`config.mk`:
```
export PLATFORM = sky130hd
export DESIGN_NAME = user_wb_mailbox
export DESIGN_NICKNAME = d
export VERILOG_FILES = /design/src/rtl/user_wb_mailbox.sv
export SDC_FILE = /design/constraint.sdc
export NUM_CORES = 1
export LEC_CHECK = 0
export ABC_AREA = 1
export ABC_CLOCK_PERIOD_IN_PS = 5000
export BUFFER_PORTS_ARGS = -buffer_cell sky130_fd_sc_hd__buf_2
export CAP_MARGIN = 25
export CORE_ASPECT_RATIO = 0.8
export CORE_MARGIN = 2
export CORE_UTILIZATION = 43
export DETAILED_ROUTE_END_ITERATION = 10
export HOLD_SLACK_MARGIN = 0.08
export PLACE_DENSITY = 0.72
export RECOVER_POWER = 25
export REMOVE_ABC_BUFFERS = 1
export SLEW_MARGIN = 40
export SYNTH_ARGS = -nofsm -noshare
export SYNTH_HDL_FRONTEND = slang
export SYNTH_SLANG_ARGS = --single-unit
export TNS_END_PERCENT = 30
```
`constraint.sdc`:
```
create_clock -name wb_clk_i -period 5 [get_ports wb_clk_i]
set_clock_uncertainty 0.05 [all_clocks]
set_input_delay 1 -clock wb_clk_i [delete_from_list [all_inputs] [get_ports wb_clk_i]]
set_output_delay 1 -clock wb_clk_i [all_outputs]
set_load 0.02 [all_outputs]
```
`src/rtl/user_wb_mailbox.sv`:
```
// user_wb_mailbox: Wishbone-slave mailbox FIFO for the user project area.
// Four word registers decoded from adr[3:2]: DATA (push/pop), STATUS, CTRL, CLEAR.
// Optional build macro MAILBOX_IRQ_EN enables the CTRL register and the
// count-threshold interrupt; without it irq is tied low and CTRL reads 0.
module user_wb_mailbox #(
    parameter int DEPTH = 8
) (
    input  logic        wb_clk_i,
    input  logic        wb_rst_i,
    input  logic        wbs_cyc_i,
    input  logic        wbs_stb_i,
    input  logic        wbs_we_i,
    input  logic [3:0]  wbs_sel_i,
    input  logic [31:0] wbs_adr_i,
    input  logic [31:0] wbs_dat_i,
    output logic        wbs_ack_o,
    output logic [31:0] wbs_dat_o,
    output logic        irq
);

    localparam int AW = $clog2(DEPTH);
    localparam logic [AW:0] L_FULL_CNT = (AW + 1)'(DEPTH);

    localparam logic [1:0] L_REG_DATA   = 2'd0;
    localparam logic [1:0] L_REG_STATUS = 2'd1;
    localparam logic [1:0] L_REG_CTRL   = 2'd2;
    localparam logic [1:0] L_REG_CLEAR  = 2'd3;

    typedef enum logic {
        ST_IDLE = 1'b0,
        ST_ACK  = 1'b1
    } state_t;

    state_t        r_state;
    state_t        w_state_nxt;
    logic          w_access;

    logic [31:0]   r_mem [DEPTH];
    logic [AW-1:0] r_wptr;
    logic [AW-1:0] r_rptr;
    logic [AW:0]   r_count;
    logic          r_ovf;
    logic          r_udf;
    logic [31:0]   r_dat;

    logic [1:0]    w_reg;
    logic          w_wr_valid;
    logic          w_push;
    logic          w_pop;
    logic          w_clear;
    logic          w_empty;
    logic          w_full;
    logic [4:0]    w_count5;
    logic [31:0]   w_status;
    logic [31:0]   w_ctrl_rd;
    logic [31:0]   w_rd_data;
    logic          w_unused_ok;

    assign w_reg       = wbs_adr_i[3:2];
    assign w_unused_ok = ^{wbs_adr_i[31:4], wbs_adr_i[1:0]};
    assign w_empty     = (r_count == '0);
    assign w_full      = (r_count == L_FULL_CNT);
    assign w_count5    = 5'(r_count);

    // A write with no byte lane selected is acknowledged but changes nothing.
    assign w_wr_valid  = w_access & wbs_we_i & (|wbs_sel_i);
    assign w_push      = w_wr_valid & (w_reg == L_REG_DATA);
    assign w_clear     = w_wr_valid & (w_reg == L_REG_CLEAR);
    assign w_pop       = w_access & ~wbs_we_i & (w_reg == L_REG_DATA);

    assign w_status    = {14'd0, r_udf, r_ovf, 6'd0, w_full, w_empty, 3'd0, w_count5};

    assign wbs_ack_o   = (r_state == ST_ACK);
    assign wbs_dat_o   = r_dat;

    // Handshake state register: ACK lasts exactly one cycle after an accepted access.
    always_ff @(posedge wb_clk_i) begin
        if (wb_rst_i) begin
            r_state <= ST_IDLE;
        end else begin
            r_state <= w_state_nxt;
        end
    end

    // Accept a new access only from IDLE, then always fall back to IDLE.
    always_comb begin
        w_state_nxt = r_state;
        w_access    = 1'b0;
        case (r_state)
            ST_IDLE: begin
                if (wbs_cyc_i && wbs_stb_i) begin
                    w_access    = 1'b1;
                    w_state_nxt = ST_ACK;
                end
            end
            ST_ACK: begin
                w_state_nxt = ST_IDLE;
            end
            default: begin
                w_state_nxt = ST_IDLE;
            end
        endcase
    end

    // Read mux; an empty DATA read returns zero rather than a stale word.
    always_comb begin
        w_rd_data = 32'd0;
        case (w_reg)
            L_REG_DATA:   w_rd_data = w_empty ? 32'd0 : r_mem[r_rptr];
            L_REG_STATUS: w_rd_data = w_status;
            L_REG_CTRL:   w_rd_data = w_ctrl_rd;
            L_REG_CLEAR:  w_rd_data = 32'd0;
            default:      w_rd_data = 32'd0;
        endcase
    end

    // Read data is captured with the ack and forced to zero outside the ack cycle.
    always_ff @(posedge wb_clk_i) begin
        if (wb_rst_i) begin
            r_dat <= 32'd0;
        end else if (w_access && !wbs_we_i) begin
            r_dat <= w_rd_data;
        end else begin
            r_dat <= 32'd0;
        end
    end

    // Storage array; contents are meaningless once the pointers are reset.
    always_ff @(posedge wb_clk_i) begin
        if (w_push && !w_full) begin
            r_mem[r_wptr] <= wbs_dat_i;
        end
    end

    // FIFO pointers, occupancy and sticky overflow/underflow flags.
    always_ff @(posedge wb_clk_i) begin
        if (wb_rst_i) begin
            r_wptr  <= '0;
            r_rptr  <= '0;
            r_count <= '0;
            r_ovf   <= 1'b0;
            r_udf   <= 1'b0;
        end else begin
            if (w_push) begin
                if (w_full) begin
                    r_ovf <= 1'b1;
                end else begin
                    r_wptr  <= r_wptr + 1'b1;
                    r_count <= r_count + 1'b1;
                end
            end
            if (w_pop) begin
                if (w_empty) begin
                    r_udf <= 1'b1;
                end else begin
                    r_rptr  <= r_rptr + 1'b1;
                    r_count <= r_count - 1'b1;
                end
            end
            if (w_clear && wbs_dat_i[0]) begin
                r_ovf <= 1'b0;
                r_udf <= 1'b0;
            end
            if (w_clear && wbs_dat_i[1]) begin
                r_wptr  <= '0;
                r_rptr  <= '0;
                r_count <= '0;
            end
        end
    end

`ifdef MAILBOX_IRQ_EN
    logic [4:0] r_thresh;
    logic       r_irq_en;
    logic       r_irq;
    logic       w_ctrl_wr;

    assign w_ctrl_wr = w_wr_valid & (w_reg == L_REG_CTRL);
    assign w_ctrl_rd = {23'd0, r_irq_en, 3'd0, r_thresh};
    assign irq       = r_irq;

    // CTRL fields, each updated only when its byte lane is selected.
    always_ff @(posedge wb_clk_i) begin
        if (wb_rst_i) begin
            r_thresh <= 5'd1;
            r_irq_en <= 1'b0;
        end else if (w_ctrl_wr) begin
            if (wbs_sel_i[0]) begin
                r_thresh <= wbs_dat_i[4:0];
            end
            if (wbs_sel_i[1]) begin
                r_irq_en <= wbs_dat_i[8];
            end
        end
    end

    // Level interrupt follows the occupancy one cycle later.
    always_ff @(posedge wb_clk_i) begin
        if (wb_rst_i) begin
            r_irq <= 1'b0;
        end else begin
            r_irq <= r_irq_en && (w_count5 >= r_thresh);
        end
    end
`else
    assign w_ctrl_rd = 32'd0;
    assign irq       = 1'b0;
`endif

endmodule

```
**Yosys cells after proc, flatten, opt, wreduce, memory -nomap -nowiden**

Memory sizes are Yosys's and may differ from the RTL's. A register that Yosys moved wholly into a read port is not among the register bits.
Cells that the tools add are included.

- Flip-flop bits (word level): 45
- Memories: 1
- Output and inout port bits: 34
- Input bits: 73
- Memory bits (writable): 256
- Word-level logic and storage cells: 58

- Bitwise gates (word level): 11
- Mux-type cells: 13
- Reduce and logical (&&, ||, !) cells: 18
- Eq/ne operators: 4
- Add/subtract/negate cells: 4

Memories:

| name | depth | width | rd ports | clocked after Yosys merged registers in | wr ports | line | text |
|---|---|---|---|---|---|---|---|
| r_mem | 8 | 32 | 1 | 1 | 1 | 38 | `logic [31:0] r_mem [DEPTH];` |

Operators by type and width:

| cell | number |
|---|---|
| 32-bit one-hot mux with 3 select lines | 1 |
| 32-bit 2-to-1 mux | 1 |
| 4-bit 2-to-1 mux | 4 |
| 2-bit AND reduction | 4 |
| 2-bit OR reduction | 4 |
| 3-bit by 1-bit adder with 3-bit output, second input constant | 2 |
| 1-bit bitwise AND | 6 |
| 3-bit 2-to-1 mux | 2 |
| 1-bit logical AND | 5 |
| 1-bit inverter | 5 |
| 4-bit by 1-bit adder with 4-bit output, second input constant | 1 |
| 2-bit == test, second input constant | 2 |
| 4-bit == test, second input constant | 1 |
| 4-bit logical NOT | 1 |
| 1-bit 2-to-1 mux | 4 |
| 4-bit OR reduction | 1 |
| 4-bit by 1-bit subtractor with 4-bit output, second input constant | 1 |
| 2-bit by 1-bit == test with 1-bit output, second input constant | 1 |
| 1-bit logical NOT | 2 |
| 2-bit logical NOT | 1 |
| 1-bit one-hot mux with 2 select lines | 1 |

**Depth between registers and ports, before layout**

Gate-level depths: netlist of run 1.

- Depth after elaboration: 9
- Mapped depth: 10
- Mapped depth without buffers: 10

**Worst setup path before layout of run 1**

No wires, ideal clock.

- Kind: input port to flip-flop
- From: input port wbs_cyc_i
- To: memory r_mem[2][0] (enable)
- Setup time: 0.461 ns
- Cell stages on the path: 6
- Path buffers: 0
- Setup slack: 0.550 ns
- Required time: 4.489 ns
- Data arrival time: 3.939 ns
- Cell sequence: nand3_1 > nor2_1 > nand3_1 > nor2_2 > nand2_1 > nor3_1

- Longest elaborated chain between the ends: 9

Ends and longest elaborated chain:

| what | line | text |
|---|---|---|
| start: declaration | 10 | `input logic wbs_cyc_i,` |
| 1-bit logical AND | 91 | `if (wbs_cyc_i && wbs_stb_i) begin` |
| 1-bit 2-to-1 mux | 91 |  |
| 1-bit 2-to-1 mux | 89 | `case (r_state)` |
| 1-bit bitwise AND (2 in series) | 66 | `assign w_wr_valid = w_access & wbs_we_i & (\|wbs_sel_i);` |
| 1-bit bitwise AND | 67 | `assign w_push = w_wr_valid & (w_reg == L_REG_DATA);` |
| 1-bit logical AND | 130 | `if (w_push && !w_full) begin` |
| 1-bit 2-to-1 mux | 130 |  |
| 1-bit 2-to-1 mux (not written as such) | 131 | `r_mem[r_wptr] <= wbs_dat_i;` |
| end: declaration | 38 |  |

No other way between the ends.

**Final worst setup path of run 1**

- From: input port wbs_cyc_i
- To: memory r_mem[6][13] (enable)

The elaborated chain is that of the path after synthesis.

==> out/qor.yml, run 1 <==
timing:
  rsz0062_at_grt: "false"
  fmax_mhz: 367
  finalWorstSetupSlack_ns: 2.27
  worst_slew_pin_slew_ns: 0.777
  relSlewSlack_pct: 48.2
  finalHoldViolations: 0
  report.final.slew_viol_count: 0
  fin_crit_sh_pct: 54.5
  min_period_ns: 2.73
  finalSetupViolCount: 0
setup_path:
  worstSetupStartpointType: "primary input"
  critPathMaxFanout: 29
  cp_data_arrival_time_ns: 2.87
  crit_top_cell: "nand3_1"
  slowest_stage: "buf_4"
  worstSetupPathType: "primary input to flop"
  crit_family: "simple AND/OR/NAND/NOR gates"
  critical_path_buf_inv_count: 2
  crit_chain: "buf_2 > nand3_1 > nor2_1 > nand3_1 > nor2_2 > nand2_1 > nor3_2 > buf_4"
  cp-end-kind: "flop"
  critPathRequiredTime_ns: 5.14
  slowest_delay_ns: 0.48
synth:
  ys.flop_type: "edfxtp_1"
  yosysSeqAreaShare_pct: 74.6
  syn_inst: 930
  synth_edf_count: 256
  synth_commonest_cells: "256 x edfxtp_1, 221 x nor2_1, 137 x o21ai_0"
  synth_top_area_share_pct: 66.3
  synth_most_common_cell: "edfxtp_1"
  syn_avg_cell_area_sq_um: 12.5
  synth_cell_type_count: 29
  yosysWarnings: 0
  ys_top_cells_by_area: "edfxtp_1 66%, dfxtp_1 8.3%, nor2_1 7.2%, o21ai_0 5.9%, o22ai_1 2.3%"
  synth_top_cell_by_area: "edfxtp_1"
  synthArstFlopShare_pct: 0
  syn_area_sq_mm: 0.0116
  ys_seq_elements: 304
detailed_routing:
  drt_iter0_drc: 624
  ant_nets: 0
  wl_per_cell_um: 17.4
  drc: 0
  wl_um: 24000
  met2_length_um: 11400
  wl_met1_um: 10400
  routed-wl-met3_um: 1700
  viasPerCell: 5.22
  highest_layer: "met4"
  firstDrtPassIters: 5
  via_count: 7213
cells_and_area:
  area_growth_pct: 14.7
  drive_gt1_share_pct: 13.4
  multiInputGateArea_sq_mm: 0.00263
  stdcell_area_sq_mm: 0.0133
  final_nets: 1080
  fillers: 2280
  seq_area_sq_mm: 0.00865
placement:
  dp_slack_ns: 1.68
  dp_hpwl_um: 12700
  portBuffers: 75
  routabilityCongestion: 0.819
  placed_area_sq_mm: 0.0124
clock_tree:
  clock-sinks: 304
  cts.hold.buffers_added: 0
  cts_max_path_buffers: 3
  cts_tree: "done"
  postCtsSetupBuffers: 0
  cts_resized: 0
  ctsHtreeMaxLevel: 1
  numCtsBuffers: 28
  clk_latency_ns: 0.54
  clock-root-buffer: "clkbuf_16"
  clkTransAtPathRegs_ns: 0.06
die:
  die_y_um: 151
  die_area_sq_mm: 0.0283
  core_area_sq_mm: 0.0264
  floorplan.initialDensity_pct: 43.9
  std_cell_rows: 53
  dieWidth_um: 188
  ioPinCount: 107
min_path:
  hp-class: "flop to flop"
global_routing:
  grt_usage_pct: 16.7
  grt_max_degree: 83
  grt_pass1_vias: 6697
  antenna_found_initial: 1
  grt-ovfl-total: 0
  grt_first_pass_wirelength_um: 36700
flow_run:
  drv_cap: 0
outcome:
  status: "finished clean"
power_and_ir_drop:
  p_total_mw: 5.02
  p_leak_nw: 4.63
  peakVddDrop_mv: 0.257
  power.density_mw_per_mm2: 378
## where the power goes
group	total (mW)	switching, mW	leakage, nW	internal, mW
logic	0.0706	0.0523	1.47	0.0183
registers	2.75	0.00200	2.69	2.75
clock network	2.21	0.890	0.471	1.32
## kinds of logic (layout without fill, tap and decap cells)
| family | after synthesis | after routing | share of synthesized area [%] |
|---|---|---|---|
| AOI/OAI and AO/OA | 224 | 224 | 10.1 |
| xor gates and xnor gates | 4 | 4 | 0.302 |
| adders and majority gates | 4 | 4 | 0.432 |
| buffers and inverters | 79 | 174 | 3.10 |
| DFF | 304 | 304 | 74.6 |
| other | 1 | 2 | 0.0323 |
| and+or+nand+nor | 314 | 314 | 11.4 |
## flip-flops by register name (all words and copies together), names as in the netlist, named ones only
register	cells
r_count	4
r_mem	256
r_ovf	1
r_rptr	3
r_udf	1
r_wptr	3
wbs_ack_o	1
wbs_dat_o	32
## through the flow
| step | setup TNS (ns) | cells | util, % | hold slack [ns] |
|---|---|---|---|---|
| CTS | 0 | 1382 | 50.5 | 0.415 |
| global placement | 0 | 1330 | 46.8 | 0.384 |
| global route | 0 | 1382 | 50.4 | 0.447 |
| finish | 0 | 1383 | 50.4 | 0.412 |
| floorplan | -0.0173 | 878 | - | 0.373 |
| detailed placement | 0 | 1330 | 46.8 | 0.391 |
## cell type report
| class | count | share of cell area, % |
|---|---|---|
| multi-input combinational | 547 | 19.8 |
| antenna | 1 | 0.0188 |
| tap | 357 | 3.36 |
| inverter | 27 | 0.790 |
| timing repair buffer | 95 | 3.74 |
| clock buffer | 40 | 5.99 |
| sequential | 304 | 65.1 |
| clock inverter | 12 | 1.27 |
## metal layers
| layer | GRT usage, % | vias up |
|---|---|---|
| met5 | 0 | - |
| met4 | 5.39 | 0 |
| met3 | 2.92 | 40 |
| met2 | 28.6 | 248 |
| met1 | 21.9 | 3454 |
| li1 | - | 3471 |
## path summary, 6_finish.rpt
check        slack, ns        from           end  depth (start not counted)
max               2.27   wbs_cyc_i  r_mem[6][13]                          8
min reg2reg       0.41       r_ovf         r_ovf                          2
max reg2reg       2.33  r_count[0]  r_mem[6][13]                          8
min               0.41       r_ovf         r_ovf                          2
## cells in the final DEF, fill, tap and decap left out, types with 3 or more instances in the layout
cell,Yosys,final
nor3_2,0,8
buf_4,7,20
o21ai_0,137,137
inv_1,24,23
clkbuf_1,30,31
ha_1,4,4
o21ai_1,22,22
bufinv_16,0,4
o22ai_1,42,42
nor2_4,3,3
buf_2,9,52
edfxtp_1,256,256
clkbuf_8,0,3
nor2_1,221,221
nand2_1,38,38
a21oi_1,22,22
dfxtp_1,48,46
nand3_1,36,36
xor2_1,4,4
clkinv_2,0,5
clkbuf_16,0,29
## worst min-delay path: cells and delay by family, from the launching register on
| kind | cells | cell delay, ns |
|---|---|---|
| flip-flops | 1 | 0.31 |
| buffers and inverters | 1 | 0.05 |
| AO/OA/AOI/OAI | 1 | 0.05 |
Note: power is estimated with default switching activity, not from simulation.
==> run 2, diff against run 1 <==
Settings changed: ABC_AREA 1 to 0, ABC_CLOCK_PERIOD_IN_PS 5000 to 2300, PLACE_DENSITY 0.72 to 0.74.
Clock period 5 ns to 2.3 ns, I/O delays scaled along.
==> out/qor.yml, run 2 <==
die:
  ioPinCount: 107
  die_y_um: 149
  floorplan.initialDensity_pct: 44.0
  core_area_sq_mm: 0.0255
  die_area_sq_mm: 0.0274
  std_cell_rows: 52
  dieWidth_um: 185
cells_and_area:
  fillers: 2014
  layout_common_cells: "256 x edfxtp_1, 64 x mux4_2, 53 x buf_2, 45 x dfxtp_1, 35 x nor2_1"
  largest_reg_flops: 256
  mostFrequentLayoutCell: "edfxtp_1"
  stdcell_area_sq_mm: 0.0133
  multiInputGateArea_sq_mm: 0.00249
  diodes: 0
  drive_gt1_share_pct: 32.6
  area_growth_pct: 18.6
  top_register: "r_mem"
  final_nets: 748
  seq_area_sq_mm: 0.00865
synth:
  ys_seq_elements: 304
  syn_inst: 545
  synth_top_area_share_pct: 68.4
  synth_commonest_cells: "256 x edfxtp_1, 64 x mux4_2, 48 x dfxtp_1"
  yosysWarnings: 0
  yosysSeqAreaShare_pct: 77.0
  synth_most_common_cell: "edfxtp_1"
  syn_area_sq_mm: 0.0112
  syn_avg_cell_area_sq_um: 20.6
  synth_cell_type_count: 43
  ys_top_cells_by_area: "edfxtp_1 68%, mux4_2 13%, dfxtp_1 8.6%, mux2i_1 2.6%, nor2_1 1.4%"
  synth_edf_count: 256
  ys.flop_type: "edfxtp_1"
  synth_top_cell_by_area: "edfxtp_1"
  synthArstFlopShare_pct: 0
global_routing:
  grt_first_pass_wirelength_um: 33900
  grt.busiest_layer: "met2"
  grt_max_degree: 28
  grt-ovfl-total: 0
  gr-usage-met2_pct: 27.6
  grt_use_met1_pct: 22.4
  antenna_found_initial: 0
  grt_usage_pct: 16.5
  grt_use_met3_pct: 3.33
  grt_pass1_vias: 5858
setup_path:
  worstSetupStartpointType: "flop"
  worstSetupPathType: "flop to flop"
  critPathRequiredTime_ns: 2.49
  critPathMaxFanout: 12
  cp_data_arrival_time_ns: 2.40
  cp-end-kind: "flop"
power_and_ir_drop:
  p_leak_nw: 4.27
  power.density_mw_per_mm2: 790
  internal_power_mw: 8.42
  p_seq_share_pct: 56.8
  power_switching_mw: 2.11
  combPwrFrac_pct: 2.2
  clock_power_share_pct: 41.0
  peakVddDrop_mv: 0.578
  sw_frac_of_total_pct: 20.0
clock_tree:
  clock-root-buffer: "clkbuf_16"
  clock-sinks: 304
  ctsHtreeMaxLevel: 1
  cts_tree: "done"
  cts.hold.buffers_added: 0
  cts_max_path_buffers: 3
  clkTransAtPathRegs_ns: 0.07
  clk_latency_ns: 0.55
  numCtsBuffers: 28
flow_run:
  drv_cap: 0
detailed_routing:
  via_count: 5578
  drt_iter0_drc: 389
  ant_nets: 0
  firstDrtPassIters: 5
  wl_um: 22300
  wl_per_cell_um: 21.3
  drc: 0
  viasPerCell: 5.34
timing:
  fin_crit_sh_pct: 96.2
  rsz0062_at_grt: "true"
  fmax_mhz: 452
  worst_slew_pin_slew_ns: 0.588
  finalHoldViolations: 0
  min_period_ns: 2.21
  relSlewSlack_pct: 60.8
  finalSetupViolCount: 0
  report.final.slew_viol_count: 0
  whs_ns: 0.106
placement:
  routabilityCongestion: 0.762
  dp_hpwl_um: 13800
  placed_area_sq_mm: 0.0125
  portBuffers: 75
min_path:
  hp-class: "primary input to flop"
outcome:
  status: "finished clean"
run 2: worst max-delay path, stage by stage, from the launching register on:
cell and delay (ns):
dfxtp_1 0.33, inv_1 0.05, ha_1 0.24, nand3b_1 0.12, and4_2 0.25, nand2_1 0.22
nor2_4 0.42, buf_8 0.23
run 2: kinds of logic after synthesis:
kind of cell / after synthesis / share of synthesized area [%]
simple gates: 81 / 3.56
flops: 304 / 77.0
xor+xnor: 3 / 0.234
other cells: 1 / 0.0334
buf+inv: 30 / 1.36
fa+ha+maj: 4 / 0.446
mux: 97 / 15.8
compound gates: 25 / 1.56
run 2: repair_timing:
action,4_1_cts,5_1_grt
pin swaps,2,4
resized for setup,0,1
endpoints found under the hold margin,0,0
setup endpoints to repair,31,97
setup buffers,1,3
run 2: per-stage QoR:
stage | setup TNS, ns | setup slack (ns) | power, mW | cells | util (%)
2_1_floorplan | -320.70 | -1.72 | 6.19 | 520 | -
3_5_place_dp | -14.55 | -0.221 | 6.33 | 988 | 48.8
3_3_place_gp | -65.96 | -0.375 | 6.31 | 976 | 48.1
5_1_grt | -0.244 | -0.0179 | 10.9 | 1044 | 52.2
6_report | 0 | 0.0883 | 10.5 | 1044 | 52.2
4_1_cts | 0 | 0.00539 | 10.6 | 1041 | 52.3
run 2: worst paths after layout:
kind | end | cells past startpoint | startpoint | slack, ns
worst max-delay path | r_mem[7][19] | 7 | r_count[0] | 0.09
worst min-delay path | wbs_ack_o | 2 | wb_rst_i | 0.11
worst max register to register | r_mem[7][19] | 7 | r_count[0] | 0.09
worst min register to register | r_ovf | 1 | r_ovf | 0.43
run 2: area by class of cell:
cell class / count / area share (%)
multi-input cells: 211 / 18.7
clock buffers: 32 / 5.37
well taps: 351 / 3.30
clock inverters: 20 / 1.11
inverters: 5 / 0.141
repair buffers: 121 / 6.47
flip-flops and latches: 304 / 64.9
run 2: power by group through the flow:
stage                     combinational, mW  clock (mW)  sequential [mW]
after floorplan                      0.0818           0             6.11
after global placement                0.215           0             6.10
after detailed placement              0.234           0             6.10
after CTS                             0.235        4.40             5.98
after global routing                  0.254        4.62             5.98
final                                 0.233        4.32             5.98
run 2: layer usage:
layer  vias to the layer above  routed length [um]
met3                        35                1210
li1                       2468                   -
met5                         -                   0
met4                         0                 376
met1                      2896                9450
met2                       179               11200
